## config.mk

```make
export PLATFORM = sky130hd
export DESIGN_NAME = main_fsm
export DESIGN_NICKNAME = d
export VERILOG_FILES = /design/src/rtl/main_fsm.sv
export SDC_FILE = /design/constraint.sdc
export NUM_CORES = 1
export LEC_CHECK = 0
export CORE_AREA = 2 2 39 41
export CTS_CLUSTER_DIAMETER = 60
export DETAILED_ROUTE_END_ITERATION = 8
export DIE_AREA = 0 0 41 43
export SLEW_MARGIN = 20
export SYNTH_ARGS = -nofsm -noshare
export SYNTH_HDL_FRONTEND = slang
export SYNTH_SLANG_ARGS = --single-unit
```

## constraint.sdc

```tcl
create_clock -name clk -period 1.52 [get_ports clk]
set_input_delay 0.228 -clock clk [delete_from_list [all_inputs] [get_ports clk]]
set_output_delay 0.228 -clock clk [all_outputs]
set_load 0.01 [all_outputs]
```

## src/rtl/main_fsm.sv

```systemverilog
// Moore sequencer for the multicycle ARM controller: walks one instruction through
// fetch/decode/execute and drives datapath selects plus raw write strobes.
module main_fsm (
    input  logic       clk,
    input  logic       reset,
    input  logic [1:0] Op,
    input  logic [5:0] Funct,
    output logic [3:0] State,
    output logic       IRWrite,
    output logic       AdrSrc,
    output logic [1:0] ALUSrcA,
    output logic [1:0] ALUSrcB,
    output logic [1:0] ResultSrc,
    output logic       NextPC,
    output logic       RegW,
    output logic       MemW,
    output logic       Branch,
    output logic       ALUOp
);

    typedef enum logic [3:0] {
        S_FETCH    = 4'd0,
        S_DECODE   = 4'd1,
        S_MEMADR   = 4'd2,
        S_MEMREAD  = 4'd3,
        S_MEMWB    = 4'd4,
        S_MEMWRITE = 4'd5,
        S_EXECUTER = 4'd6,
        S_EXECUTEI = 4'd7,
        S_ALUWB    = 4'd8,
        S_BRANCH   = 4'd9,
        S_UNKNOWN  = 4'd10
    } state_e;

    state_e state_q;
    state_e state_d;

    // State register; reset abandons any in-flight instruction.
    always_ff @(posedge clk) begin
        if (reset) begin
            state_q <= S_FETCH;
        end else begin
            state_q <= state_d;
        end
    end

    // Next-state logic; Op/Funct only matter in DECODE and MEMADR.
    always_comb begin
        state_d = S_FETCH;
        case (state_q)
            S_FETCH:    state_d = S_DECODE;
            S_DECODE: begin
                case (Op)
                    2'b00:   state_d = Funct[5] ? S_EXECUTEI : S_EXECUTER;
                    2'b01:   state_d = S_MEMADR;
                    2'b10:   state_d = S_BRANCH;
                    default: state_d = S_UNKNOWN;
                endcase
            end
            S_MEMADR: begin
                if (Funct[0]) begin
                    state_d = S_MEMREAD;
                end else begin
                    state_d = S_MEMWRITE;
                end
            end
            S_MEMREAD:  state_d = S_MEMWB;
            S_MEMWB:    state_d = S_FETCH;
            S_MEMWRITE: state_d = S_FETCH;
            S_EXECUTER: state_d = S_ALUWB;
            S_EXECUTEI: state_d = S_ALUWB;
            S_ALUWB:    state_d = S_FETCH;
            S_BRANCH:   state_d = S_FETCH;
            S_UNKNOWN:  state_d = S_FETCH;
            default:    state_d = S_FETCH;
        endcase
    end

    // Moore output decode; UNKNOWN and illegal codes leave everything at zero.
    always_comb begin
        IRWrite   = 1'b0;
        AdrSrc    = 1'b0;
        ALUSrcA   = 2'b00;
        ALUSrcB   = 2'b00;
        ResultSrc = 2'b00;
        NextPC    = 1'b0;
        RegW      = 1'b0;
        MemW      = 1'b0;
        Branch    = 1'b0;
        ALUOp     = 1'b0;
        case (state_q)
            S_FETCH: begin
                IRWrite   = 1'b1;
                NextPC    = 1'b1;
                ALUSrcA   = 2'b01;
                ALUSrcB   = 2'b10;
                ResultSrc = 2'b10;
            end
            S_DECODE: begin
                ALUSrcA   = 2'b01;
                ALUSrcB   = 2'b10;
                ResultSrc = 2'b10;
            end
            S_MEMADR: begin
                ALUSrcB   = 2'b01;
            end
            S_MEMREAD: begin
                AdrSrc    = 1'b1;
            end
            S_MEMWB: begin
                ResultSrc = 2'b01;
                RegW      = 1'b1;
            end
            S_MEMWRITE: begin
                AdrSrc    = 1'b1;
                MemW      = 1'b1;
            end
            S_EXECUTER: begin
                ALUOp     = 1'b1;
            end
            S_EXECUTEI: begin
                ALUSrcB   = 2'b01;
                ALUOp     = 1'b1;
            end
            S_ALUWB: begin
                RegW      = 1'b1;
            end
            S_BRANCH: begin
                ALUSrcB   = 2'b01;
                ResultSrc = 2'b10;
                Branch    = 1'b1;
            end
            default: begin
                IRWrite   = 1'b0;
            end
        endcase
    end

    assign State = state_q;

endmodule

```

; Word level (Yosys, flattened, before mapping)
; Cells that the tools add are included.
[totals]
register_bits = 4
in_bits = 10
out_inout_bits = 17
word_cells = 33
[classes]
eq_ne = 11
mux = 13
reduce_logical = 8
[ops]
columns = op, n
row1 = 4-bit one-hot mux with 5 select lines, 1
row2 = 4-bit by 3-bit == test with 1-bit output (second input constant), 4
row3 = 4-bit one-hot mux with 3 select lines, 1
row4 = 4-bit by 2-bit == test with 1-bit output (second input constant), 2
row5 = 4-bit == test (second input constant), 2
row6 = 1-bit 2-to-1 mux, 8
row7 = 2-bit one-hot mux with 2 select lines, 2
row8 = 2-bit OR reduction, 4
row9 = 3-bit OR reduction, 2
row10 = 4-bit by 1-bit == test with 1-bit output (second input constant), 1
row11 = 4-bit zero test, 1
row12 = 3-bit 2-to-1 mux, 1
row13 = 2-bit by 1-bit == test with 1-bit output (second input constant), 1
row14 = 2-bit == test (second input constant), 1
row15 = 2-bit zero test, 1

; Longest topological paths before layout
; Gate-level depths: netlist of run 1.
[logic_depth]
ltp_word = 3
mapped_depth = 4
depth_no_buf = 3

; Worst setup path before layout of run 1
; No wires, ideal clock.
[synth_path]
path_kind = flip-flop to output port
startpoint = reg state_q[1] (netlist: State[1])
endpoint = out NextPC
t_arrival_ps = 1264
t_required_ps = 1292
path_slack_ps = 28
stages_incl_launch_ff = 4
cell_sequence = dfxtp_1 -> buf_4 -> nor4_1 -> buf_4
[synth_between]
elab_chain_len = 2
[synth_lines]
columns = element, line_no
row1 = "start, declared", 35  ; state_e state_q;
row2 = "start signal, assigned", 43  ; state_q <= state_d;
row3 = 4-bit zero test, n/a
row4 = 1-bit 2-to-1 mux, n/a
row5 = "end, declared", 14  ; output logic NextPC,
; No other way between the ends.

; Worst setup path in the final report of run 1
[layout_path]
startpoint = reg state_q[1] (netlist: State[1])
endpoint = out ALUSrcB[0]
[layout_between]
elab_chain_len = 3
elab_cells_between_ends = 8
[layout_lines]
columns = element, line_no
row1 = 4-bit by 3-bit == test with 1-bit output (tied with other cells), 91  ; case (state_q)
row2 = 3-bit OR reduction (no source line) or 2-bit OR reduction (tied branches), n/a
row3 = 2-bit one-hot mux with 2 select lines (*), 91
row4 = "end, declared", 12  ; output logic [1:0] ALUSrcB,
; Every way passes the cells marked *; elsewhere a longest branch is shown, timed or not.

==> results of run 1 <==
[worst min-delay path by stage]
stage | start | cells past startpoint | to | slack, ps
floorplan | reset | 1 | State[3] | 290
global placement | State[0] | 1 | State[0] | 600
detailed placement | State[0] | 1 | State[0] | 600
CTS | State[0] | 1 | State[0] | 520
global route | State[0] | 1 | State[0] | 550
finish | State[0] | 1 | State[0] | 520
[area by class of cell]
type,count,share of cell area [%]
multi-input combinational,33,32.6
timing repair buffer,37,47.6
clock buffer,3,3.24
inverter,2,1.08
sequential,4,12.6
tap,16,2.88
[Yosys cell counts]
library cell  number
conb_1             1
or3_1              3
nand3_1            1
nand2b_4           1
nor4b_1            1
a211oi_1           1
o21bai_1           1
a21oi_1            3
nor3_1             4
nand2b_1           3
nor4_1             1
inv_1              2
o21ai_0            2
buf_4              4
nor2_1             6
or2_2              1
nand2_1            2
xnor2_1            1
a211oi_2           1
buf_6              2
dfxtp_1            4
[per-layer routing]
| metal | track usage [%] | part of all wire [%] | vias to the layer above |
|---|---|---|---|
| met3 | 3.14 | 5.7 | 0 |
| met4 | 4.00 | 0 | 0 |
| met2 | 19.4 | 50 | 19 |
| met1 | 19.9 | 44 | 190 |
| li1 | - | - | 219 |
| met5 | 0 | 0 | - |
[metrics by stage]
stage	instance area [sq um]	hold slack, ps
floorplan	333	293
global placement	616	602
detailed placement	616	602
CTS	674	523
global route	694	552
finish	694	524
[worst reg2reg max path: stages, from the launching register on]
cell	delay, ps
dfxtp_2	320
buf_12	130
clkbuf_16	140
or3_1	380
a211oi_2	220
[kinds of logic (layout without fill, tap and decap cells)]
logic type | count (synthesis) | in the layout | synth area share [%]
buffers and inverters | 8 | 42 | 18.0
DFF | 4 | 4 | 24.1
other | 1 | 1 | 1.13
AOI/OAI and AO/OA | 8 | 8 | 15.8
and+or+nand+nor | 23 | 23 | 38.3
xor gates and xnor gates | 1 | 1 | 2.63
[power by group through the flow]
stage          logic, mW  registers [mW]  clock network, mW
2_1_floorplan      0.126           0.129                  0
3_3_place_gp       0.259           0.134                  0
3_5_place_dp       0.258           0.133                  0
4_1_cts            0.258           0.136              0.134
5_1_grt            0.286           0.139              0.144
6_report           0.265           0.136              0.135
[timing repair]
action / in CTS / in global routing
endpoints found under the hold margin: 0 / 0
gates cloned: 0 / 1
endpoints found under the setup margin: 13 / 10
resized for setup: 37 / 15
hold buffers: 0 / 0
setup buffers: 1 / 0
==> results.yml, run 1 <==
synthesis:
  ys_ff_latch: 4
  synth_top_area_share_pct: 24.1
  netlist_instances: 45
  synthesis.nets: 55
  ys_types: 21
  yosysTopAreaCell: "dfxtp_1"
  ys_top_cells_by_area: "dfxtp_1 24%, buf_4 9.0%, buf_6 6.8%"
  syn_area_sq_um: 333
  yosys_warnings: 0
  yosysSeqAreaShare_pct: 24.1
  postSynthAreaPerCell_sq_um: 7.40
critical_path:
  crit_path_cell_trace: "buf_4, nor4b_2, or3_1, buf_2"
  r2r-start: "State[2]"
  regToRegEndpoint: "State[3]"
  critPathLaunchType: "flip-flop"
  endpoint_kind: "output pin"
  path_class: "reg2out"
  worstPathArrival_ps: 1300
  cp-startpoint: "State[1]"
  cpMaxStageDelayCell: "dfxtp_2"
  crit_path_max_fanout: 6
  crit_required_ps: 1290
  path_buf_inv: 2
  critPathTopFamily: "simple AND/OR/NAND/NOR gates"
  worst-path-stages: 4
  critPathCapture: "ALUSrcB[0]"
  reg2reg_depth: 4
  rrSetupSlack_ps: 250
  cpPeakStageDelay_ps: 320
sta:
  drv_slew: 0
  layout_min_cycle_time_ps: 1530
  rsz0062_at_grt: "yes"
  skew_ps: 1.28
  tns_ps: -7.18
  post-route-period-util_pct: 100
  max_freq_mhz: 655
  fin_ws_ps: -7.18
  hold_violations: 0
  finalSetupViolCount: 1
final_layout:
  largest_reg_flops: 4
  final_common_cell: "buf_4"
  final_cell_mix: "13 x buf_4, 6 x clkdlybuf4s50_1, 5 x nor2_1, 5 x clkbuf_2"
  fillers: 135
  final_layout_size_suffix_gt1_share_pct: 50.6
  antenna_cells: 0
  final-seq-area_sq_um: 87.6
  final_cells: 95
  postLayoutCoreUtil_pct: 50.2
  multiInputGateArea_sq_um: 226
  nNetsFinal: 91
  area_delta_synth_final_pct: 109
flow_run:
  drv_cap: 0
power_and_ir_drop:
  pwr-share-seq_pct: 25.4
  intPower_mw: 0.361
  pwr-share-comb_pct: 49.5
  p_switching_mw: 0.174
  peakVddDrop_v: 0.000434
  powerDensity_nw_per_um2: 771
  swShare_pct: 32.5
  power_mw: 0.536
  power_frac_clock_pct: 25.2
  leakage_nw: 0.352
place:
  hpwlAfterDp_um: 695
  gp_congestion: 0.820
  io_buffers: 21
  dp.cells: 90
  post-place-ws_ps: -137
global_route:
  grt_overflow: 0
  grt_pass1_wl_mm: 1.64
  grt_max_degree: 10
  antenna_found_initial: 0
  grt_use_total_pct: 13.7
  grt_pass1_vias: 373
clocking:
  cts_sinks: 4
  cts-root-buf: "clkbuf_4"
  cts_tree: "done"
  clk_path_buf_depth: 2
  cts_max_level: 1
  worstSkewPairLatency_ps: 230
  cts_buffers: 3
  path_clk_slew_ps: 40
worst_hold_path:
  hold_path_class: "reg2reg"
status:
  status: "finished with violations"
  violations: "setup timing"
routing:
  first_iter_violations: 15
  viasPerCell: 4.51
  ant_nets: 0
  routed_wl_mm: 1.03
  drcViolationCount: 0
  dr.pass1.iters: 4
  route.detailed.wl_per_inst_um: 10.8
  dr_total_vias: 428
die:
  die_w_um: 41
  io_pins: 27
  die-area_sq_um: 1760
  initial_core_util_pct: 24.1
  num_rows: 14
  die_y_um: 43
  core_sq_um: 1380
No activity file was read; power rests on OpenSTA's default activity.
==> inputs of run 2 (changes only) <==
--- a/config.mk
+++ b/config.mk
@@ -9,6 +9,8 @@
 export CTS_CLUSTER_DIAMETER = 60
 export DETAILED_ROUTE_END_ITERATION = 8
 export DIE_AREA = 0 0 41 43
+export GPL_TIMING_DRIVEN = 1
+export REMOVE_ABC_BUFFERS = 1
 export SLEW_MARGIN = 20
 export SYNTH_ARGS = -nofsm -noshare
 export SYNTH_HDL_FRONTEND = slang
==> results.yml, run 2 (synthesis results as in run 1) <==
final_layout:
  multiInputGateArea_sq_um: 230
  final-seq-area_sq_um: 92.6
  final_cell_mix: "10 x buf_4, 6 x clkdlybuf4s50_1, 6 x dlygate4sd2_1, 5 x nor2_1, 4 x clkbuf_2"
  area_delta_synth_final_pct: 98.9
  final_cell_area_sq_um: 662
  antenna_cells: 0
  final_layout_size_suffix_gt1_share_pct: 43.4
  fillers: 155
  final_common_cell: "buf_4"
  nNetsFinal: 88
  largest_reg_flops: 4
routing:
  routed_wl_um: 880
  route.detailed.wl_per_inst_um: 9.57
  dr_total_vias: 398
  dr.pass1.iters: 2
  ant_nets: 0
  viasPerCell: 4.33
  drcViolationCount: 0
  first_iter_violations: 2
clocking:
  cts-root-buf: "clkbuf_4"
  cts_sinks: 4
  post-cts-setup-buffer-count: 0
  clk_path_buf_depth: 2
  worstSkewPairLatency_ps: 230
  path_clk_slew_ps: 40
  cts_tree: "done"
  cts_buffers: 3
  cts_max_level: 1
worst_hold_path:
  min_to: "State[0]"
  hp-start: "State[0]"
  hold_path_class: "reg2reg"
  min_path_cells: 1
sta:
  drv_slew: 0
  tns_ps: 0
  layout_min_cycle_time_ps: 1490
  max_freq_mhz: 672
  rsz0062_at_grt: "yes"
  finalSetupViolCount: 0
  skew_ps: 2.87
  post-route-period-util_pct: 97.9
  hold_violations: 0
place:
  hpwlAfterDp_um: 690
  placed_area_sq_um: 608
  io_buffers: 21
  gp_congestion: 0.711
global_route:
  antenna_found_initial: 0
  grt_max_degree: 10
  grt_pass1_vias: 342
  grt_overflow: 0
  grt_use_total_pct: 12.4
  grt_pass1_wl_mm: 1.45
power_and_ir_drop:
  power_mw: 0.506
  peakVddDrop_v: 0.000327
  leakage_nw: 0.316
  powerDensity_nw_per_um2: 765
critical_path:
  path_class: "reg2out"
  regToRegEndpoint: "State[3]"
  cpMaxStageDelayCell: "dfxtp_4"
  r2r-start: "State[0]"
  crit_path_cell_trace: "nand2b_4, nor2_2, or3_1, clkbuf_2"
  worstPathArrival_ps: 1260
  cpPeakStageDelay_ps: 370
  critPathLaunchType: "flip-flop"
  crit_required_ps: 1290
  reg2reg_depth: 4
  endpoint_kind: "output pin"
  crit_path_max_fanout: 4
  rrSetupSlack_ps: 290
flow_run:
  drv_cap: 0
die:
  die-area_sq_um: 1760
  die_y_um: 43
  initial_core_util_pct: 24.1
  die_w_um: 41
  core_sq_um: 1380
  num_rows: 14
  io_pins: 27
status:
  status: "finished, final reports clean"
[run 2: cell types whose count changed in the layout (fill, tap and decap cells not counted), sizes merged]
cell           delta
clkdlybuf4s15     +2
clkbuf            -2
dlymetal6s2s      -1
buf               -5
dlygate4sd2       +3
[run 2: what timing repair did]
action                                  in CTS  in global routing
endpoints found under the setup margin      16                  9
pin swaps                                    1                  0
hold buffers                                 0                  0
gates resized for setup                     28                 17
[run 2: layout make-up]
cell class | count | share of cell area (%)
inverter | 2 | 1.13
sequential | 4 | 14.0
clock buffer | 3 | 3.40
multi-input combinational | 33 | 34.8
tap | 16 | 3.02
timing repair buffer | 34 | 43.7
[run 2: how the worst max path moves through the flow]
stage / depth (start not counted) / end / slack, ps / startpoint
global route: 4 / ALUSrcB[0] / -30 / State[1]
CTS: 4 / ALUSrcB[0] / -120 / State[2]
floorplan: 3 / ALUSrcB[0] / 8 / State[1]
finish: 4 / ALUSrcB[0] / 30 / State[2]
global placement: 4 / ResultSrc[1] / -150 / State[0]
detailed placement: 4 / ResultSrc[1] / -160 / State[0]
[run 2: power by group]
group | switching [mW] | internal, mW | total (mW)
clock network | 0.0394 | 0.0881 | 0.128
registers | 0.0215 | 0.116 | 0.138
logic | 0.0996 | 0.141 | 0.241
[run 2: metal layers]
metal / global-route usage [%] / vias to the layer above / part of all wire, %
met1: 15.8 / 178 / 42
met2: 17.5 / 9 / 53
met5: 0 / - / 0
li1: - / 211 / -
met4: 6.00 / 0 / 0
met3: 4.71 / 0 / 5.2
[run 2: through the flow]
| stage | hold slack [ps] | setup slack, ps | instances | util (%) |
|---|---|---|---|---|
| 6_report | 532 | 32.0 | 92 | 47.8 |
| 5_1_grt | 556 | -27.8 | 92 | 47.8 |
| 4_1_cts | 525 | -118 | 92 | 46.0 |
| 3_5_place_dp | 610 | -163 | 89 | 43.9 |
| 3_3_place_gp | 599 | -147 | 89 | 43.9 |
| 2_1_floorplan | 293 | 7.62 | 39 | - |
[run 2: critical path: cells and delay by family, from the launching register on]
kind / cells / cell delay (ps)
buf+inv: 1 / 130
flops: 1 / 370
simple gates: 3 / 530
==> inputs of run 3 (changes only) <==
--- a/config.mk
+++ b/config.mk
@@ -5,10 +5,12 @@
 export SDC_FILE = /design/constraint.sdc
 export NUM_CORES = 1
 export LEC_CHECK = 0
+export ABC_CLOCK_PERIOD_IN_PS = 1520
 export CORE_AREA = 2 2 39 41
 export CTS_CLUSTER_DIAMETER = 60
 export DETAILED_ROUTE_END_ITERATION = 8
 export DIE_AREA = 0 0 41 43
+export DONT_BUFFER_PORTS = 1
 export GPL_TIMING_DRIVEN = 1
 export REMOVE_ABC_BUFFERS = 1
 export SLEW_MARGIN = 20
==> results.yml, run 3 (synthesis results as in run 1) <==
status:
  status: "finished, final reports clean"
critical_path:
  crit_required_ps: 1290
  crit_path_max_fanout: 8
  crit_top_cell: "buf_4"
  cpMaxStageDelayCell: "dfxtp_4"
  endpoint_kind: "output pin"
  crit_path_cell_trace: "buf_4, nor4_1, buf_4"
  path_buf_inv: 2
  cpPeakStageDelay_ps: 360
  path_class: "reg2out"
  critPathLaunchType: "flip-flop"
  critPathTopFamily: "flip-flops"
  worstPathArrival_ps: 1240
global_route:
  grt_max_degree: 11
  grt_pass1_vias: 282
  grt_overflow: 0
  grt_use_total_pct: 10.3
  antenna_found_initial: 0
  grt_pass1_wl_mm: 1.19
sta:
  rsz0062_at_grt: "no"
  skew_ps: 1.91
  finalSetupViolCount: 0
  hold_violations: 0
  max_freq_mhz: 683
  timing.hold.ws_ps: 45.0
  post-route-period-util_pct: 96.3
  layout_min_cycle_time_ps: 1460
  drv_slew: 0
  tns_ps: 0
  fin_ws_ps: 56.7
clocking:
  cts_hold_buf: 0
  cts-root-buf: "clkbuf_4"
  clk_path_buf_depth: 2
  path_clk_slew_ps: 40
  cts_max_level: 1
  post-cts-setup-buffer-count: 0
  cts_sinks: 4
  worstSkewPairLatency_ps: 240
  cts_buffers: 3
  cts_tree: "done"
final_layout:
  multiInputGateArea_sq_um: 198
  final_cells: 66
  fillers: 155
  final_layout_size_suffix_gt1_share_pct: 36.0
  largest_reg_flops: 4
  antenna_cells: 0
  area_delta_synth_final_pct: 19.2
  final_cell_mix: "8 x buf_4, 6 x nor2_1, 4 x nor3_1"
  final-seq-area_sq_um: 88.8
  nNetsFinal: 62
  final_common_cell: "buf_4"
place:
  hpwlAfterDp_um: 591
  post-place-ws_ps: 177
  io_buffers: 0
  dp.cells: 63
  gp_congestion: 0.746
die:
  io_pins: 27
  core_sq_um: 1380
  die_y_um: 43
  initial_core_util_pct: 24.1
  num_rows: 14
  die-area_sq_um: 1760
  die_w_um: 41
power_and_ir_drop:
  peakVddDrop_v: 0.000297
  leakage_nw: 0.156
  power_mw: 0.416
  powerDensity_nw_per_um2: 1050
routing:
  dr.pass1.iters: 2
  viasPerCell: 4.85
  dr_total_vias: 320
  first_iter_violations: 4
  drcViolationCount: 0
  routed_wl_um: 765
  route.detailed.wl_per_inst_um: 11.6
  ant_nets: 0
worst_hold_path:
  hold_path_class: "in2reg"
flow_run:
  drv_cap: 0
==> run 3: changes by cell type in the layout (fill, tap and decap cells not counted), moves of 2 or more <==
cell | before | now
buf_6 | 3 | 0
clkbuf_2 | 4 | 0
dlygate4sd2_1 | 6 | 0
clkdlybuf4s50_1 | 6 | 0
nand2b_1 | 1 | 3
buf_4 | 10 | 8
nand2b_4 | 3 | 1
clkdlybuf4s15_1 | 3 | 0
==> run 3: final timing paths <==
path	from	end	slack, ps	cells past startpoint
max	State[1]	IRWrite	60	3
min	reset	State[3]	50	1
max reg2reg	State[0]	State[3]	400	3
min reg2reg	State[0]	State[0]	550	1
==> run 3: metrics by stage <==
stage | cell area (sq um) | util, %
finish | 397 | 28.7
global route | 397 | 28.7
CTS | 385 | 27.8
detailed placement | 360 | 26.0
global placement | 360 | 26.0
floorplan | 280 | -
==> run 3: layer usage <==
metal | routed length [um] | up-vias | global-route usage (%)
li1 | - | 161 | -
met1 | 307 | 146 | 10.9
met2 | 366 | 11 | 15.3
met3 | 72 | 2 | 5.76
met4 | 19 | 0 | 6.00
met5 | 0 | - | 0
==> run 3: report_power, final <==
| part | internal [mW] | switching, mW | total (mW) |
|---|---|---|---|
| sequential | 0.116 | 0.0205 | 0.137 |
| clock | 0.0888 | 0.0504 | 0.139 |
| combinational | 0.0664 | 0.0742 | 0.141 |
| total | 0.271 | 0.145 | 0.416 |
==> run 3: cell type report <==
cell class | count | area share, %
well taps | 16 | 5.05
flip-flops and latches | 4 | 22.4
multi-input cells | 33 | 49.8
inverters | 2 | 1.89
repair buffers | 8 | 15.1
clock buffers | 3 | 5.68
==> run 3: repair_timing <==
| action | CTS | global route |
|---|---|---|
| resized for setup | 2 | 4 |
| setup endpoints to repair | 2 | 4 |
| gates cloned | 0 | 0 |
